**src/rtl/fetch_stage_pkg.sv**
```systemverilog
// Shared core definitions for the instruction fetch stage.
package fetch_stage_pkg;

  localparam logic [31:0] RESET_PC_DEFAULT  = 32'h0000_0000;
  localparam logic [31:0] NOP_INSTR_DEFAULT = 32'h0000_0013;  // addi x0,x0,0

  // IDLE: nothing outstanding, WAIT: one request outstanding,
  // DROP: outstanding response must be discarded after a redirect.
  typedef enum logic [1:0] {
    IDLE = 2'd0,
    WAIT = 2'd1,
    DROP = 2'd2
  } fetch_state_e;

endpackage

```
**src/rtl/fetch_skid_buffer.sv**
```systemverilog
// Single-entry holding slot for a response that arrived while decode stalled.
module fetch_skid_buffer (
  input  logic        clk,
  input  logic        rst_n,
  input  logic        load,
  input  logic        drain,
  input  logic [31:0] load_instr,
  input  logic [31:0] load_pc,
  output logic        valid,
  output logic [31:0] instr,
  output logic [31:0] pc
);

  // Drain (flush or hand-off to IF/ID) wins over a load.
  always_ff @(posedge clk or negedge rst_n) begin
    if (!rst_n) begin
      valid <= 1'b0;
      instr <= '0;
      pc    <= '0;
    end else if (drain) begin
      valid <= 1'b0;
    end else if (load) begin
      valid <= 1'b1;
      instr <= load_instr;
      pc    <= load_pc;
    end
  end

endmodule

```
**src/rtl/fetch_stage.sv**
```systemverilog
// Instruction fetch stage: single outstanding request, redirect handling,
// and a one-entry skid buffer in front of the IF/ID register.
module fetch_stage
  import fetch_stage_pkg::*;
#(
  parameter logic [31:0] RESET_PC  = RESET_PC_DEFAULT,
  parameter logic [31:0] NOP_INSTR = NOP_INSTR_DEFAULT
) (
  input  logic        clk_i,
  input  logic        rst_ni,
  output logic        instr_req_o,
  output logic [31:0] instr_addr_o,
  input  logic        instr_rvalid_i,
  input  logic [31:0] instr_rdata_i,
  input  logic        stall_i,
  input  logic        branch_taken_i,
  input  logic [31:0] branch_target_i,
  output logic [31:0] instruction_o,
  output logic [31:0] pc_o,
  output logic        valid_o
);

  fetch_state_e state;
  logic [31:0]  next_pc;
  logic [31:0]  req_pc;

  logic         skid_valid;
  logic [31:0]  skid_instr;
  logic [31:0]  skid_pc;

  logic         advance;
  logic         sink_free;
  logic         deliver;
  logic         fetch_req;
  logic         skid_load;
  logic         skid_drain;

  // Handshake decode: when IF/ID may move, whether a response is accepted,
  // and whether a new request goes out this cycle.
  always_comb begin
    advance    = !stall_i || !valid_o;
    sink_free  = advance && !skid_valid;
    deliver    = (state == WAIT) && instr_rvalid_i && !branch_taken_i;
    // skid_valid implies no request is outstanding, so a delivery that cannot
    // reach IF/ID always finds the skid slot empty.
    skid_load  = deliver && !sink_free;
    skid_drain = branch_taken_i || (advance && skid_valid);
    fetch_req  = 1'b0;
    unique case (state)
      IDLE:    fetch_req = !skid_valid && !branch_taken_i;
      WAIT:    fetch_req = deliver && sink_free;
      default: fetch_req = 1'b0;
    endcase
    instr_req_o  = rst_ni && fetch_req;
    instr_addr_o = next_pc;
  end

  fetch_skid_buffer u_skid (
    .clk        (clk_i),
    .rst_n      (rst_ni),
    .load       (skid_load),
    .drain      (skid_drain),
    .load_instr (instr_rdata_i),
    .load_pc    (req_pc),
    .valid      (skid_valid),
    .instr      (skid_instr),
    .pc         (skid_pc)
  );

  // Fetch FSM, PC tracking and the IF/ID output register.
  always_ff @(posedge clk_i or negedge rst_ni) begin
    if (!rst_ni) begin
      state         <= IDLE;
      next_pc       <= RESET_PC;
      req_pc        <= RESET_PC;
      valid_o       <= 1'b0;
      instruction_o <= NOP_INSTR;
      pc_o          <= RESET_PC;
    end else begin
      if (branch_taken_i) begin
        next_pc <= branch_target_i;
      end else if (fetch_req) begin
        req_pc  <= next_pc;
        next_pc <= next_pc + 32'd4;
      end

      unique case (state)
        IDLE: if (fetch_req) state <= WAIT;
        WAIT: begin
          if (branch_taken_i)      state <= instr_rvalid_i ? IDLE : DROP;
          else if (instr_rvalid_i) state <= fetch_req ? WAIT : IDLE;
        end
        DROP: if (instr_rvalid_i) state <= IDLE;
        default: state <= IDLE;
      endcase

      if (branch_taken_i) begin
        valid_o       <= 1'b0;
        instruction_o <= NOP_INSTR;
      end else if (advance) begin
        if (skid_valid) begin
          valid_o       <= 1'b1;
          instruction_o <= skid_instr;
          pc_o          <= skid_pc;
        end else if (deliver) begin
          valid_o       <= 1'b1;
          instruction_o <= instr_rdata_i;
          pc_o          <= req_pc;
        end else begin
          valid_o       <= 1'b0;
          instruction_o <= NOP_INSTR;
        end
      end
    end
  end

endmodule

```
**config.mk**
```make
export PLATFORM = sky130hd
export DESIGN_NAME = fetch_stage
export DESIGN_NICKNAME = d
export VERILOG_FILES = /design/src/rtl/fetch_stage_pkg.sv /design/src/rtl/fetch_skid_buffer.sv /design/src/rtl/fetch_stage.sv
export SDC_FILE = /design/constraint.sdc
export NUM_CORES = 1
export LEC_CHECK = 0
export ABC_AREA = 0
export BUFFER_PORTS_ARGS = -buffer_cell sky130_fd_sc_hd__buf_2
export CAP_MARGIN = 5
export CORE_MARGIN = 1
export CORE_UTILIZATION = 30
export CTS_BUF_LIST = sky130_fd_sc_hd__clkbuf_4 sky130_fd_sc_hd__clkbuf_8
export DETAILED_ROUTE_END_ITERATION = 10
export GPL_TIMING_DRIVEN = 1
export PLACE_DENSITY = 0.56
export SETUP_SLACK_MARGIN = 0.1
export SLEW_MARGIN = 20
export SYNTH_ARGS = -nofsm -noshare
export SYNTH_HDL_FRONTEND = slang
export SYNTH_SLANG_ARGS = --single-unit
```
**constraint.sdc**
```tcl
create_clock -name clk_i -period 1.9 [get_ports clk_i]
set_clock_uncertainty 0.15 [all_clocks]
set_input_delay 0.095 -clock clk_i [delete_from_list [all_inputs] [get_ports clk_i]]
set_output_delay 0.095 -clock clk_i [all_outputs]
set_load 0.05 [all_outputs]
```
== Word level (Yosys, flattened, before mapping) ==
Cells that the tools add are included.
Storage, ports and cells
  register bits: 196
  word-level logic and storage cells: 63
  output and inout port bits: 98
  input port bits: 69
Cells by class
  bitwise operators: 2
  mux-type cells: 22
  equal/unequal tests: 5
  reductions and logical operators: 24
  add/subtract/negate cells: 1
Operators by type and width (number)
  two-way mux 32 bit: 8
  adder 32 x 3 -> 32 bit, second input constant: 1
  two-way mux 2 bit: 5
  logical AND 1 bit: 8
  nonzero test 2 bit: 4
  two-way mux 1 bit: 7
  one-hot mux 2 bit (3 select lines): 1
  AND reduction 3 bit: 2
  zero test 1 bit: 5
  != test 2 bit, second input constant: 2
  AND reduction 2 bit: 2
  != test 3 bit, second input constant: 1
  equality test 2 x 1 -> 1 bit, second input constant: 1
  equality test 2 bit, second input constant: 1
  zero test 2 bit: 1
  logical OR 1 bit: 2
  inverter 1 bit: 2
  one-hot mux 1 bit (2 select lines): 1

== Depth between registers and ports, before layout ==
  word-level depth: 9
  mapped depth: 8

== Modules after synthesis ==
From an unflattened synthesis, not the netlist that was laid out.
Second synthesis, totals
  cells, all modules: 711
  area, all modules: 8964.8 um2
By module, submodules not included
  fetch_stage: instances 1, area each 6231.0 um2, cells an instance 572
  fetch_skid_buffer: instances 1, area each 2733.9 um2, cells an instance 139

== Worst setup path after synthesis ==
No wires, ideal clock.
  path kind: register -> register
  from: register next_pc[6] (netlist: instr_addr_o[6])
  to: register next_pc[31] (netlist: instr_addr_o[31])
  path slack: -0.395 ns
  data required time: 1.617 ns
  arrival: 2.012 ns
  library setup time: 0.133 ns
  stages on the path, launching flop included: 6
  cell sequence: dfrtp_1 -> nand4_2 -> or4_4 -> nor4_2 -> xnor2_1 -> mux2i_1
Between the ends
  cells in the longest elaborated chain, start to end: 3
RTL lines
  start: declaration: RTL line fetch_stage.sv:24  | logic [31:0] next_pc;
  start signal: assignment: RTL line fetch_stage.sv:81  | next_pc <= branch_target_i;
  start signal: assignment: RTL line fetch_stage.sv:84  | next_pc <= next_pc + 32'd4;
  adder 32 x 3 -> 32 bit: RTL line fetch_stage.sv:84
  two-way mux 32 bit: RTL line fetch_stage.sv:82  | end else if (fetch_req) begin
  two-way mux 32 bit: RTL line fetch_stage.sv:80  | if (branch_taken_i) begin
No other way between the ends. The select of a mux whose other input is x is not followed.
A chain may end at the register's enable or synchronous reset.

== Worst setup path in the final report ==
  from: register u_skid.valid
  to: register next_pc[23] (netlist: instr_addr_o[23])
Between the ends
  cells in the longest elaborated chain, start to end: 5
  elaborated cells between the ends (all ways): 6
  those cells by class: mux: 1; reduce/logical: 5
RTL lines
  start: declaration: RTL line fetch_skid_buffer.sv:9  | output logic valid,
  start signal: assignment: RTL line fetch_skid_buffer.sv:17  | valid <= 1'b0;
  start signal: assignment: RTL line fetch_skid_buffer.sv:21  | valid <= 1'b0;
  start signal: assignment: RTL line fetch_skid_buffer.sv:23  | valid <= 1'b1;
  zero test 1 bit *: RTL line fetch_stage.sv:42, fetch_stage.sv:50
  logical AND 1 bit: RTL line fetch_stage.sv:42  | sink_free = advance && !skid_valid;
  logical AND 1 bit: RTL line fetch_stage.sv:51  | WAIT: fetch_req = deliver && sink_free;
  one-hot mux 1 bit (2 select lines) *: RTL line fetch_stage.sv:49  | unique case (state)
  nonzero test 2 bit (no line) *
Every way passes the cells marked *; elsewhere a longest branch is shown, timed or not.

==> summary.txt <==
Routing
  – WL/cell: 19.5 um
  – Drt pass-1 iters: 4
  – Total number of vias: 6887
  – DRT Wirelength: 27.6 mm
  – DRC viols: 0
  – Vias per Instance: 4.86
  – Starting DRT DRC Count: 410
  – DRT antenna net count: 0

Yosys
  – Netlist cell types: 46
  – Mapped Area: 8490 sq um
  – Syn avg cell area: 12.0 sq um
  – Post-synthesis net count: 776
  – Ys Warns: 0
  – Synth Instances: 706
  – Synthesized flop and latch total: 196
  – Sequential area share after synthesis: 57.8%

Finish
  – Commonest cells after routing, fill and taps aside: 166 x dfrtp_1, 163 x buf_2, 96 x mux2_4, 70 x dlygate4sd3_1, 47 x buf_4
  – P&R area growth vs syn: 54.3%
  – Post-route cell area: 13100 sq um
  – Layout cell share with drive strength beyond 1: 50.8%
  – Final Util: 47.2%
  – Final #Nets: 1093
  – Most common cell after layout, fill and taps aside: dfrtp_1
  – Number of fill cells in the layout: 2572

Status
  – Failing checks: setup timing
  – Status: finished with violations

Global route
  – Total GRT Usage: 19.1%
  – Number of global-route vias before repair: 6989
  – Initial antenna violation count: 3
  – Largest net degree at the start of global routing: 109
  – First-pass GRT wire length: 41.5 mm
  – Total global routing overflow: 0

Floorplan
  – Initial Utilization: 30.6%
  – DIE WIDTH: 170 um
  – Core footprint: 27800 sq um
  – Full die area: 29000 sq um
  – Die Height: 170 um
  – IO Count: 167
  – Rows: 61

STA
  – WHS: 29.4 ps
  – Final Worst Setup Slack: -315 ps
  – Slew HR: 51.2%
  – Fmax: 452 MHz
  – Period minus WS final: 2210 ps
  – TNS Setup: -13500 ps
  – RSZ-0062 raised after global routing: yes
  – Final Cycle Share: 117%
  – Final setup fails: 93
  – Worst-margin pin slew: 732 ps
  – Final slew viol count: 0
  – Final hold viol count: 0

Worst setup path
  – Crit path launch: u_skid.valid$_DFFE_PN0P_
  – Crit Path Class: flip-flop to flip-flop
  – Crit path DAT: 2430 ps
  – Startpoint Class: flip-flop
  – Crit. End Element: flip-flop
  – Worst r2r src: u_skid.valid$_DFFE_PN0P_
  – Critical path required time: 2120 ps
  – Worst-path fanout max: 5

CTS
  – Clock Latency Late Sink: 470 ps
  – Clk buf depth: 2
  – CTS tree: yes
  – CTS sink cnt: 196
  – Inserted Clock Buffers: 17
  – Clock transition at path regs: 120 ps
  – H-tree depth: 4
  – Clk Tree Root Cell: clkbuf_8

Power
  – Leak: 6.05 nW
  – Pwr dens: 926 nW/um^2
  – Peak supply drop: 0.000365 V

Placement
  – Gp weighted congestion: 0.744
  – Place WS: -286 ps
  – Detailed Place HPWL: 14.9 mm
  – Placed inst area: 10300 sq um
  – I/O Buffers: 166

Worst hold path
  – Hold Path Class: input pin to flip-flop
  – Hold Crit Start: branch_taken_i

Run
  – Max-Cap Viols: 0
## what timing repair did
action	in CTS	in global routing
buffers inserted	24	6
endpoints found under the hold margin	293	1
setup endpoints to repair	161	191
hold buffers	69	1
cloned	18	5
resized for setup	183	68
pin swaps	65	33
## stage by stage
stage,power (mW),cells
floorplan,7.47,706
global placement,8.39,1261
detailed placement,8.44,1261
CTS,12.1,1404
global route,12.7,1415
finish,12.1,1417
## Yosys cell counts, drive strengths merged
library cell | n | share of area, %
nand2b | 1 | 0.074
o21ai | 56 | 3.3
ha | 1 | 0.15
o32a | 3 | 0.35
and4 | 3 | 0.31
nand3 | 14 | 0.83
mux2i | 34 | 4.0
nand4b | 1 | 0.10
or4 | 2 | 0.22
a211o | 1 | 0.10
nor4 | 4 | 0.44
dfstp | 3 | 0.93
and2 | 2 | 0.15
xnor2 | 10 | 1.0
dfrtp | 193 | 57
a311oi | 2 | 0.21
nor2b | 2 | 0.15
buf | 19 | 1.2
a21boi | 2 | 0.22
a2111oi | 2 | 0.65
a311o | 1 | 0.12
nand2 | 72 | 3.2
mux2 | 102 | 14
a21oi | 6 | 0.40
or3 | 2 | 0.15
nor3 | 35 | 2.1
nor2 | 38 | 1.7
inv | 6 | 0.27
o211ai | 2 | 0.18
a21bo | 1 | 0.12
and3 | 4 | 0.29
xor2 | 15 | 1.5
clkbuf | 27 | 1.2
nand3b | 1 | 0.088
o311ai | 1 | 0.10
nand4 | 9 | 0.74
a221oi | 29 | 3.0
## report_power, final
part / internal, mW / switching (mW) / leakage [nW] / total (mW)
Combinational: 1.51 / 2.23 / 3.33 / 3.74
Sequential: 4.86 / 0.516 / 2.51 / 5.37
Clock: 1.37 / 1.66 / 0.215 / 3.02
## final cells by class
cell class | count | area, sq um | share of cell area (%)
sequential | 196 | 4940 | 37.7
multi-input combinational | 459 | 4160 | 31.8
timing repair buffer | 343 | 3060 | 23.4
tap | 378 | 473 | 3.61
clock buffer | 18 | 241 | 1.84
clock inverter | 14 | 190 | 1.45
inverter | 6 | 22.5 | 0.172
antenna | 3 | 7.51 | 0.0573
## registers in the layout, summed over array words and instances (netlist names)
| name | flops |
|---|---|
| u_skid.pc | 32 |
| u_skid.instr | 32 |
| state | 2 |
| valid_o | 1 |
| pc_o | 32 |
| req_pc | 32 |
| instruction_o | 32 |
| instr_addr_o | 32 |
| u_skid.valid | 1 |
## worst max-delay path: stages (launching register included)
cell and delay (ps):
dfrtp_4 490, or3_4 430, buf_6 140, a2111oi_4 340
buf_6 190, nand4_1 120, o311ai_1 250
## worst paths after layout
path | end | slack, ps | cells after the start
min in group asynchronous | pc_o[18]$_DFFE_PN0P_ | 120 | 3
max | instr_addr_o[23]$_DFFE_PN0P_ | -310 | 6
min reg2reg | pc_o[9]$_DFFE_PN0P_ | 350 | 2
max in group asynchronous | instr_addr_o[8]$_DFFE_PN0P_ | 810 | 3
min | instruction_o[12]$_DFFE_PN0P_ | 30 | 3
max reg2reg | instr_addr_o[23]$_DFFE_PN0P_ | -310 | 6
## kinds of logic (layout without fill, tap and decap cells)
family	Yosys count	after routing	synth area share, %
and+or+nand+nor	190	191	10.5
xor gates and xnor gates	25	25	2.58
DFF	196	196	57.8
other	0	3	0
muxes	136	136	17.5
buffers and inverters	52	381	2.70
adders and majority gates	1	1	0.147
AOI/OAI and AO/OA	106	106	8.74
## layer usage
metal	vias to the layer above	track usage, %	part of all wire [%]
li1	3179	-	-
met1	3523	25.0	44
met2	164	31.5	49
met3	21	4.72	5.1
met4	0	5.01	1.4
met5	-	0	0
No activity file was read; power rests on OpenSTA's default activity.
